<file path="config.mk">
export PLATFORM = sky130hd
export DESIGN_NAME = microwave_timer_controller
export DESIGN_NICKNAME = d
export VERILOG_FILES = /design/src/rtl/microwave_timer_controller.sv
export SDC_FILE = /design/constraint.sdc
export NUM_CORES = 1
export LEC_CHECK = 0
export ABC_CLOCK_PERIOD_IN_PS = 5380
export BUFFER_PORTS_ARGS = -buffer_cell sky130_fd_sc_hd__buf_2
export CAP_MARGIN = 25
export CORE_MARGIN = 2
export CORE_UTILIZATION = 30
export DETAILED_ROUTE_END_ITERATION = 16
export GPL_ROUTABILITY_DRIVEN = 0
export GPL_TIMING_DRIVEN = 0
export REMOVE_ABC_BUFFERS = 1
export SKIP_LAST_GASP = 1
export SYNTH_ARGS = -nofsm -noshare
export SYNTH_HDL_FRONTEND = slang
export SYNTH_SLANG_ARGS = --single-unit
</file>
<file path="constraint.sdc">
create_clock -name clk -period 5.38 [get_ports clk]
set_input_delay 0.269 -clock clk [delete_from_list [all_inputs] [get_ports clk]]
set_output_delay 0.269 -clock clk [all_outputs]
set_load 0.01 [all_outputs]
</file>
<file path="src/rtl/microwave_timer_controller.sv">
// Microwave timer control unit: BCD MM:SS preset entry, cook-cycle sequencing
// (IDLE/RUN/PAUSE/DONE), once-per-second countdown and magnetron enable.
module microwave_timer_controller #(
    parameter bit TICK_IS_PULSE = 1'b1
) (
    input  logic       clk,
    input  logic       resetn,
    input  logic       tick_1Hz,
    input  logic [3:0] D,
    input  logic       loadn,
    input  logic       startn,
    input  logic       stopn,
    input  logic       clearn,
    input  logic       door_closed,
    output logic [3:0] min_tens,
    output logic [3:0] min_ones,
    output logic [3:0] sec_tens,
    output logic [3:0] sec_ones,
    output logic       magnetron_on,
    output logic       done,
    output logic [1:0] state
);

    localparam logic [1:0] S_IDLE  = 2'b00;
    localparam logic [1:0] S_RUN   = 2'b01;
    localparam logic [1:0] S_PAUSE = 2'b10;
    localparam logic [1:0] S_DONE  = 2'b11;

    logic [1:0] state_q, state_d;
    logic [3:0] min_tens_q, min_tens_d, min_ones_q, min_ones_d;
    logic [3:0] sec_tens_q, sec_tens_d, sec_ones_q, sec_ones_d;
    logic       magnetron_on_q, magnetron_on_d;
    logic       done_q, done_d;
    logic       loadn_prev_q, loadn_prev_d;
    logic       tick_prev_q, tick_prev_d;

    logic       key_edge, tick_evt, nonzero, pause_req, dec_zero;
    logic [3:0] dec_mt, dec_mo, dec_st, dec_so;

    assign key_edge  = loadn_prev_q & ~loadn;
    assign tick_evt  = TICK_IS_PULSE ? tick_1Hz : (tick_1Hz & ~tick_prev_q);
    assign nonzero   = |{min_tens_q, min_ones_q, sec_tens_q, sec_ones_q};
    assign pause_req = ~door_closed | ~stopn;

    assign loadn_prev_d = loadn;
    assign tick_prev_d  = tick_1Hz;

    // One-second borrow chain; sec_tens above 5 is left as entered.
    always_comb begin
        dec_mt = min_tens_q;
        dec_mo = min_ones_q;
        dec_st = sec_tens_q;
        dec_so = sec_ones_q;
        if (sec_ones_q != 4'd0) begin
            dec_so = sec_ones_q - 4'd1;
        end else if (sec_tens_q != 4'd0) begin
            dec_st = sec_tens_q - 4'd1;
            dec_so = 4'd9;
        end else if (min_ones_q != 4'd0) begin
            dec_mo = min_ones_q - 4'd1;
            dec_st = 4'd5;
            dec_so = 4'd9;
        end else begin
            dec_mt = min_tens_q - 4'd1;
            dec_mo = 4'd9;
            dec_st = 4'd5;
            dec_so = 4'd9;
        end
    end

    assign dec_zero = ~|{dec_mt, dec_mo, dec_st, dec_so};

    // Digit datapath
    always_comb begin
        min_tens_d = min_tens_q;
        min_ones_d = min_ones_q;
        sec_tens_d = sec_tens_q;
        sec_ones_d = sec_ones_q;
        unique case (state_q)
            S_IDLE: begin
                if (!clearn) begin
                    {min_tens_d, min_ones_d, sec_tens_d, sec_ones_d} = 16'h0000;
                end else if (key_edge && (D <= 4'd9)) begin
                    min_tens_d = min_ones_q;
                    min_ones_d = sec_tens_q;
                    sec_tens_d = sec_ones_q;
                    sec_ones_d = D;
                end
            end
            S_RUN: begin
                if (!pause_req && tick_evt) begin
                    {min_tens_d, min_ones_d, sec_tens_d, sec_ones_d} =
                        {dec_mt, dec_mo, dec_st, dec_so};
                end
            end
            S_PAUSE: begin
                if (!clearn) begin
                    {min_tens_d, min_ones_d, sec_tens_d, sec_ones_d} = 16'h0000;
                end
            end
            default: ;
        endcase
    end

    // Next-state logic; start in IDLE sees the pre-shift digits.
    always_comb begin
        state_d = state_q;
        unique case (state_q)
            S_IDLE: begin
                if (clearn && !startn && stopn && door_closed && nonzero) begin
                    state_d = S_RUN;
                end
            end
            S_RUN: begin
                if (pause_req) begin
                    state_d = S_PAUSE;
                end else if (tick_evt && dec_zero) begin
                    state_d = S_DONE;
                end
            end
            S_PAUSE: begin
                if (!clearn) begin
                    state_d = S_IDLE;
                end else if (!startn && stopn && door_closed) begin
                    state_d = S_RUN;
                end
            end
            default: begin
                if (!clearn || !door_closed) begin
                    state_d = S_IDLE;
                end
            end
        endcase
    end

    // Outputs decoded from the next state so they switch with the state flop.
    always_comb begin
        magnetron_on_d = (state_d == S_RUN);
        done_d         = (state_d == S_DONE);
    end

    always_ff @(posedge clk) begin
        if (!resetn) begin
            state_q        <= S_IDLE;
            min_tens_q     <= 4'd0;
            min_ones_q     <= 4'd0;
            sec_tens_q     <= 4'd0;
            sec_ones_q     <= 4'd0;
            magnetron_on_q <= 1'b0;
            done_q         <= 1'b0;
            loadn_prev_q   <= 1'b1;
            tick_prev_q    <= 1'b0;
        end else begin
            state_q        <= state_d;
            min_tens_q     <= min_tens_d;
            min_ones_q     <= min_ones_d;
            sec_tens_q     <= sec_tens_d;
            sec_ones_q     <= sec_ones_d;
            magnetron_on_q <= magnetron_on_d;
            done_q         <= done_d;
            loadn_prev_q   <= loadn_prev_d;
            tick_prev_q    <= tick_prev_d;
        end
    end

    assign min_tens     = min_tens_q;
    assign min_ones     = min_ones_q;
    assign sec_tens     = sec_tens_q;
    assign sec_ones     = sec_ones_q;
    assign magnetron_on = magnetron_on_q;
    assign done         = done_q;
    assign state        = state_q;

endmodule

</file>
Word-level counts from Yosys, hierarchy flattened
Index checks and enable logic that the tools add are counted.
{"block": "totals", "inputBits": 12, "word_cells": 81, "reg_bits": 21, "output_inout_bits": 20}
{"block": "op_classes", "add_sub_neg": 4, "eq_ne": 7, "reduce_logical": 23, "mux": 33, "n_lt_le_gt_ge": 1, "n_bitwise": 5}
{"operator": "two-way mux 4 bit", "n": 22}
{"operator": "one-hot mux 4 bit (3 select lines)", "n": 4}
{"operator": "OR reduction 16 bit", "n": 2}
{"operator": "subtractor 4 x 1 -> 4 bit, second input constant", "n": 4}
{"operator": "two-way mux 2 bit", "n": 6}
{"operator": "nonzero test 4 bit", "n": 3}
{"operator": "logical AND 1 bit", "n": 9}
{"operator": "one-hot mux 2 bit (3 select lines)", "n": 1}
{"operator": "logical NOT 1 bit", "n": 5}
{"operator": "equality test 2 x 1 -> 1 bit, second input constant", "n": 2}
{"operator": "equality test 2 bit, second input constant", "n": 2}
{"operator": "<= comparator 4 bit, second input constant", "n": 1}
{"operator": "inequality test 2 bit, second input constant", "n": 2}
{"operator": "AND reduction 4 bit", "n": 1}
{"operator": "inequality test 3 bit, second input constant", "n": 1}
{"operator": "inverter 1 bit", "n": 3}
{"operator": "nonzero test 3 bit", "n": 1}
{"operator": "logical NOT 2 bit", "n": 1}
{"operator": "bitwise AND 1 bit", "n": 1}
{"operator": "logical OR 1 bit", "n": 1}
{"operator": "OR 1 bit", "n": 1}

Depth between registers and ports, before layout
{"block": "logic_depth", "depth_word": 11, "ltp_mapped": 9, "mapped_depth_nobuf": 7}

Worst setup path before layout
OpenSTA, ideal clock, no wires.
{"block": "synth_path", "kind": "register to register", "start": "register sec_ones_q[0], in the netlist sec_ones[0]", "end": "register magnetron_on_q, in the netlist magnetron_on", "path_buffers": 2, "slack_ps": 3142, "arrival_ps": 2168, "synth_period_minus_slack_ps": 2238, "stages_incl_launch_ff": 8, "path_cell_list": "dfxtp_1 -> buf_6 -> or4_4 -> buf_6 -> nor3_4 -> mux2_4 -> a32oi_1 -> a21boi_1"}
{"block": "synth_between", "elab_chain_cells": 9, "word_cells_on_any_way": 16, "cone_classes": "add/sub (1); eq/ne (1); mux (8); reduce/logical (6)"}
{"item": "start: declaration", "line_no": "31", "source": "logic [3:0] sec_tens_q, sec_tens_d, sec_ones_q, sec_ones_d;"}
{"item": "start signal: assignment", "line_no": "158", "source": "sec_ones_q <= sec_ones_d;"}
{"item": "subtractor 4 x 1 -> 4 bit / nonzero test 4 bit (equally long branches)", "line_no": "55, 54"}
{"item": "two-way mux 4 bit", "line_no": "54", "source": "if (sec_ones_q != 4'd0) begin"}
{"item": "OR reduction 16 bit", "line_no": "71", "source": "assign dec_zero = ~|{dec_mt, dec_mo, dec_st, dec_so};"}
{"item": "logical NOT 1 bit", "line_no": "71"}
{"item": "logical AND 1 bit", "line_no": "117", "source": "end else if (tick_evt && dec_zero) begin"}
{"item": "two-way mux 2 bit", "line_no": "117"}
{"item": "two-way mux 2 bit", "line_no": "115", "source": "if (pause_req) begin"}
{"item": "one-hot mux 2 bit (3 select lines) *", "line_no": "108", "source": "unique case (state_q)"}
{"item": "equality test 2 x 1 -> 1 bit *", "line_no": "138", "source": "magnetron_on_d = (state_d == S_RUN);"}
{"item": "end signal: assignment", "line_no": "159", "source": "magnetron_on_q <= magnetron_on_d;"}
{"item": "end: declaration", "line_no": "32", "source": "logic magnetron_on_q, magnetron_on_d;"}
Mark *: on every way between the ends. The rest lies on a longest branch, timed or not.
A chain may end at the register's enable or synchronous reset.

Worst setup path in the final report
{"block": "layout_path", "start": "register sec_tens_q[0], in the netlist sec_tens[0]", "end": "register magnetron_on_q, in the netlist magnetron_on"}
{"block": "layout_between", "elab_chain_cells": 10, "word_cells_on_any_way": 18, "cone_classes": "add/sub (1); eq/ne (1); mux (10); reduce/logical (6)"}
{"item": "start: declaration", "line_no": "31"}
{"item": "start signal: assignment", "line_no": "157", "source": "sec_tens_q <= sec_tens_d;"}
{"item": "subtractor 4 x 1 -> 4 bit / nonzero test 4 bit (equally long branches)", "line_no": "57, 56"}
{"item": "two-way mux 4 bit", "line_no": "56", "source": "end else if (sec_tens_q != 4'd0) begin"}
{"item": "two-way mux 4 bit", "line_no": "54"}
{"item": "OR reduction 16 bit", "line_no": "71"}
{"item": "logical NOT 1 bit", "line_no": "71"}
{"item": "logical AND 1 bit", "line_no": "117"}
{"item": "two-way mux 2 bit", "line_no": "117"}
{"item": "two-way mux 2 bit", "line_no": "115"}
{"item": "one-hot mux 2 bit (3 select lines) *", "line_no": "108"}
{"item": "equality test 2 x 1 -> 1 bit *", "line_no": "138"}
Marked as above.

==> results.sh <==
export IMPL_antenna_cells=0
export IMPL_place_ws_ns=2.970
export IMPL_rrSetupSlack_ns=2.94
export IMPL_cts_tree="built"
export IMPL_slew_viol_final=0
export IMPL_synth_edff_count=0
export IMPL_netSwitchingFraction=0.3610
export IMPL_post_cts_setup_buffers=0
export IMPL_cp_cell_sequence="or4_1, nor3_4, mux2_4, a32oi_1, a21boi_1"
export IMPL_cts_hold_buf=0
export IMPL_drt_iter0_markers=92
export IMPL_holdPathEnd="loadn_prev_q$_SDFF_PN1_"
export IMPL_power_switching_uw=149.7
export IMPL_pwr_share_seq=0.436
export IMPL_synth_commonest_cells="nand2_1 (24), o21ai_0 (23), dfxtp_1 (21)"
export IMPL_arrival_ns=2.63
export IMPL_leakagePower_nw=0.6897
export IMPL_rsz0062_at_grt="no"
export IMPL_nNetsFinal=240
export IMPL_maxCapViolCount=0
export IMPL_netlist_top_cells_area="dfxtp_1 (28%), o21ai_0 (7.7%), nand2_1 (6.1%)"
export IMPL_final_core_util=0.3655
export IMPL_drive_above_1_share=0.2081
export IMPL_finalNonFillerCells=288
export IMPL_fp_coreArea_um2=4755
export IMPL_ys_flop_type="dfxtp_1"
export IMPL_clk_latency_ns=0.27
export IMPL_rows=25
export IMPL_grt_first_pass_wirelength_um=7051
export IMPL_cts_resized=0
export IMPL_fin_ws_ns=2.942
export IMPL_start_util=0.3132
export IMPL_ios=32
export IMPL_slowest_stage="or4_1"
export IMPL_cts_buffers=3
export IMPL_r2r_start="sec_tens[0]$_SDFFE_PN0P_"
export IMPL_die_x_um=74.45
export IMPL_timing_rr_end="magnetron_on$_SDFF_PN0_"
export IMPL_syn_inst=197
export IMPL_crit_fanout=9
export IMPL_grt_max_degree=16
export IMPL_grt_ovfl_total=0
export IMPL_hold_viol=0
export IMPL_clock_sinks=21
export IMPL_hpwl_um=2947
export IMPL_fmax_ghz=0.4102
export IMPL_netlist_area_um2=1489
export IMPL_via_count=1555
export IMPL_crit_type="flip-flop to flip-flop"
export IMPL_drt_total_wl_um=4142
export IMPL_stdcell_area_um2=1738
export IMPL_cp_slowest_stage_delay_ns=0.65
export IMPL_setup_viol=0
export IMPL_firstDrtPassIters=4
export IMPL_worstPathRequired_ns=5.58
export IMPL_via_per_inst=5.399
export IMPL_hold_class="input port to flip-flop"
export IMPL_p_int_uw=264.9
export IMPL_grtUsageTotal=0.1639
export IMPL_power_uw=414.6
export IMPL_combPwrFrac=0.298
export IMPL_min_from="loadn"
export IMPL_ys_ff_latch=21
export IMPL_r2r_cells=5
export IMPL_ir_drop_mv=0.08108
export IMPL_yosysSeqAreaShare=0.2824
export IMPL_power_density_nw_per_um2=238.6
export IMPL_htreeDepth=1
export IMPL_antenna_found_initial=0
export IMPL_placed_area_um2=1692
export IMPL_status="finished, final reports clean"
export IMPL_final_setup_tns_ns=0
export IMPL_synth_cell_type_count=54
export IMPL_dp_cells=284
export IMPL_port_buffers=31
export IMPL_routedWlPerCell_um=14.38
export IMPL_synth_top_area_frac=0.2824
export IMPL_critical_path_top_delay_family="simple AND/OR/NAND/NOR gates"
export IMPL_period_needed_ns=2.438
export IMPL_cp_buffers_inverters=0
export IMPL_cts_root_buf="clkbuf_8"
export IMPL_skew_ns=0.004235
export IMPL_dieArea_um2=5543
export IMPL_async_flop_share=0
export IMPL_ant_nets=0
export IMPL_worstMarginPinSlew_ns=0.5546
export IMPL_grt_pass1_vias=1455
export IMPL_post_synth_top_area_cell="dfxtp_1"
export IMPL_yosysWarnings=0
export IMPL_fp_dieH_um=74.45
export IMPL_clockBufferDepth=2
export IMPL_slew_headroom=0.6269
export IMPL_fin_crit_sh=0.4532
export IMPL_yosysMostFrequentCell="nand2_1"
export IMPL_area_growth_pct=16.72
export IMPL_clkPwrFrac=0.266
export IMPL_worst_hold_slack_ns=0.1942
export IMPL_end_kind="flip-flop"
export IMPL_holdPathStages=2
export IMPL_drc_errors=0
export IMPL_start_kind="flip-flop"
export IMPL_clkSlewWorstSetupHoldPaths_ns=0.08
export IMPL_syn_avg_cell_area_um2=7.558
cell type report:
type	count	area [um^2]
Clock buffer	3	41.29
Clock inverter	1	5.005
Fill cell	554	3017
Inverter	8	30.03
Multi-Input combinational cell	155	979.7
Sequential cell	21	420.4
Tap cell	67	83.83
Timing Repair Buffer	33	177.7
placed cells by master, fill, tap and decap left out, types with 2 or more instances in the layout:
master	netlist	final
o211ai_1	3	3
nand3b_1	2	2
and3_1	3	3
clkbuf_8	0	3
xnor2_1	2	2
a21oi_1	16	16
o21a_1	2	2
a21boi_0	2	2
or4_1	2	2
nor2_1	15	15
nand2_1	24	24
nand2b_1	2	2
o31ai_1	2	2
dfxtp_1	21	21
buf_6	2	2
or3_1	3	3
inv_1	7	7
o21ai_0	23	23
buf_2	0	31
a31oi_1	4	4
nand4_1	2	2
ha_1	6	6
nor2b_1	2	2
a32o_1	2	2
nor3_1	3	3
nand3_1	5	5
nor4_1	2	2
registers in the layout (all words and copies together) (netlist names):
name / cells
min_ones: 4
min_tens: 4
sec_ones: 4
sec_tens: 4
state: 2
done: 1
loadn_prev_q: 1
magnetron_on: 1
logic make-up after synthesis:
family,share of synthesized area
flip-flops,0.2824
AO/OA/AOI/OAI,0.3050
AND/OR/NAND/NOR,0.2773
XOR/XNOR,0.01177
multiplexers,0.01008
adder cells (fa/ha/maj),0.05042
buffers and inverters,0.06303
how the worst max path moves through the flow:
stage / depth (start not counted) / startpoint / end / slack [ns]
4_1_cts: 5 / sec_tens[0]$_SDFFE_PN0P_ / magnetron_on$_SDFF_PN0_ / 2.96
3_5_place_dp: 5 / sec_tens[0]$_SDFFE_PN0P_ / magnetron_on$_SDFF_PN0_ / 2.97
2_1_floorplan: 7 / state[0]$_SDFF_PN0_ / sec_ones[1]$_SDFFE_PN0P_ / 2.68
3_3_place_gp: 7 / state[0]$_SDFF_PN0_ / sec_ones[1]$_SDFFE_PN0P_ / 1.84
6_report: 5 / sec_tens[0]$_SDFFE_PN0P_ / magnetron_on$_SDFF_PN0_ / 2.94
5_1_grt: 5 / sec_ones[0]$_SDFFE_PN0P_ / magnetron_on$_SDFF_PN0_ / 2.89
power groups by stage:
stage	clock network [mW]	logic (mW)	registers, mW
floorplan	0	0.0787	0.185
global placement	0	0.118	0.185
detailed placement	0	0.123	0.184
CTS	0.113	0.124	0.181
global route	0.121	0.138	0.183
finish	0.110	0.124	0.181
worst register-to-register path, cell delays in order (launching register included):
cell      delay, ns
dfxtp_1        0.39
or4_1          0.65
nor3_4         0.43
mux2_4         0.37
a32oi_1        0.30
a21boi_1       0.23
metal layers:
metal,GRT usage,vias up,share of wire
li1,-,784,-
met1,0.2287,726,0.47
met2,0.2566,39,0.46
met3,0.01897,6,0.047
met4,0.06746,0,0.022
met5,0,-,0
No activity file was read; power rests on OpenSTA's default activity.
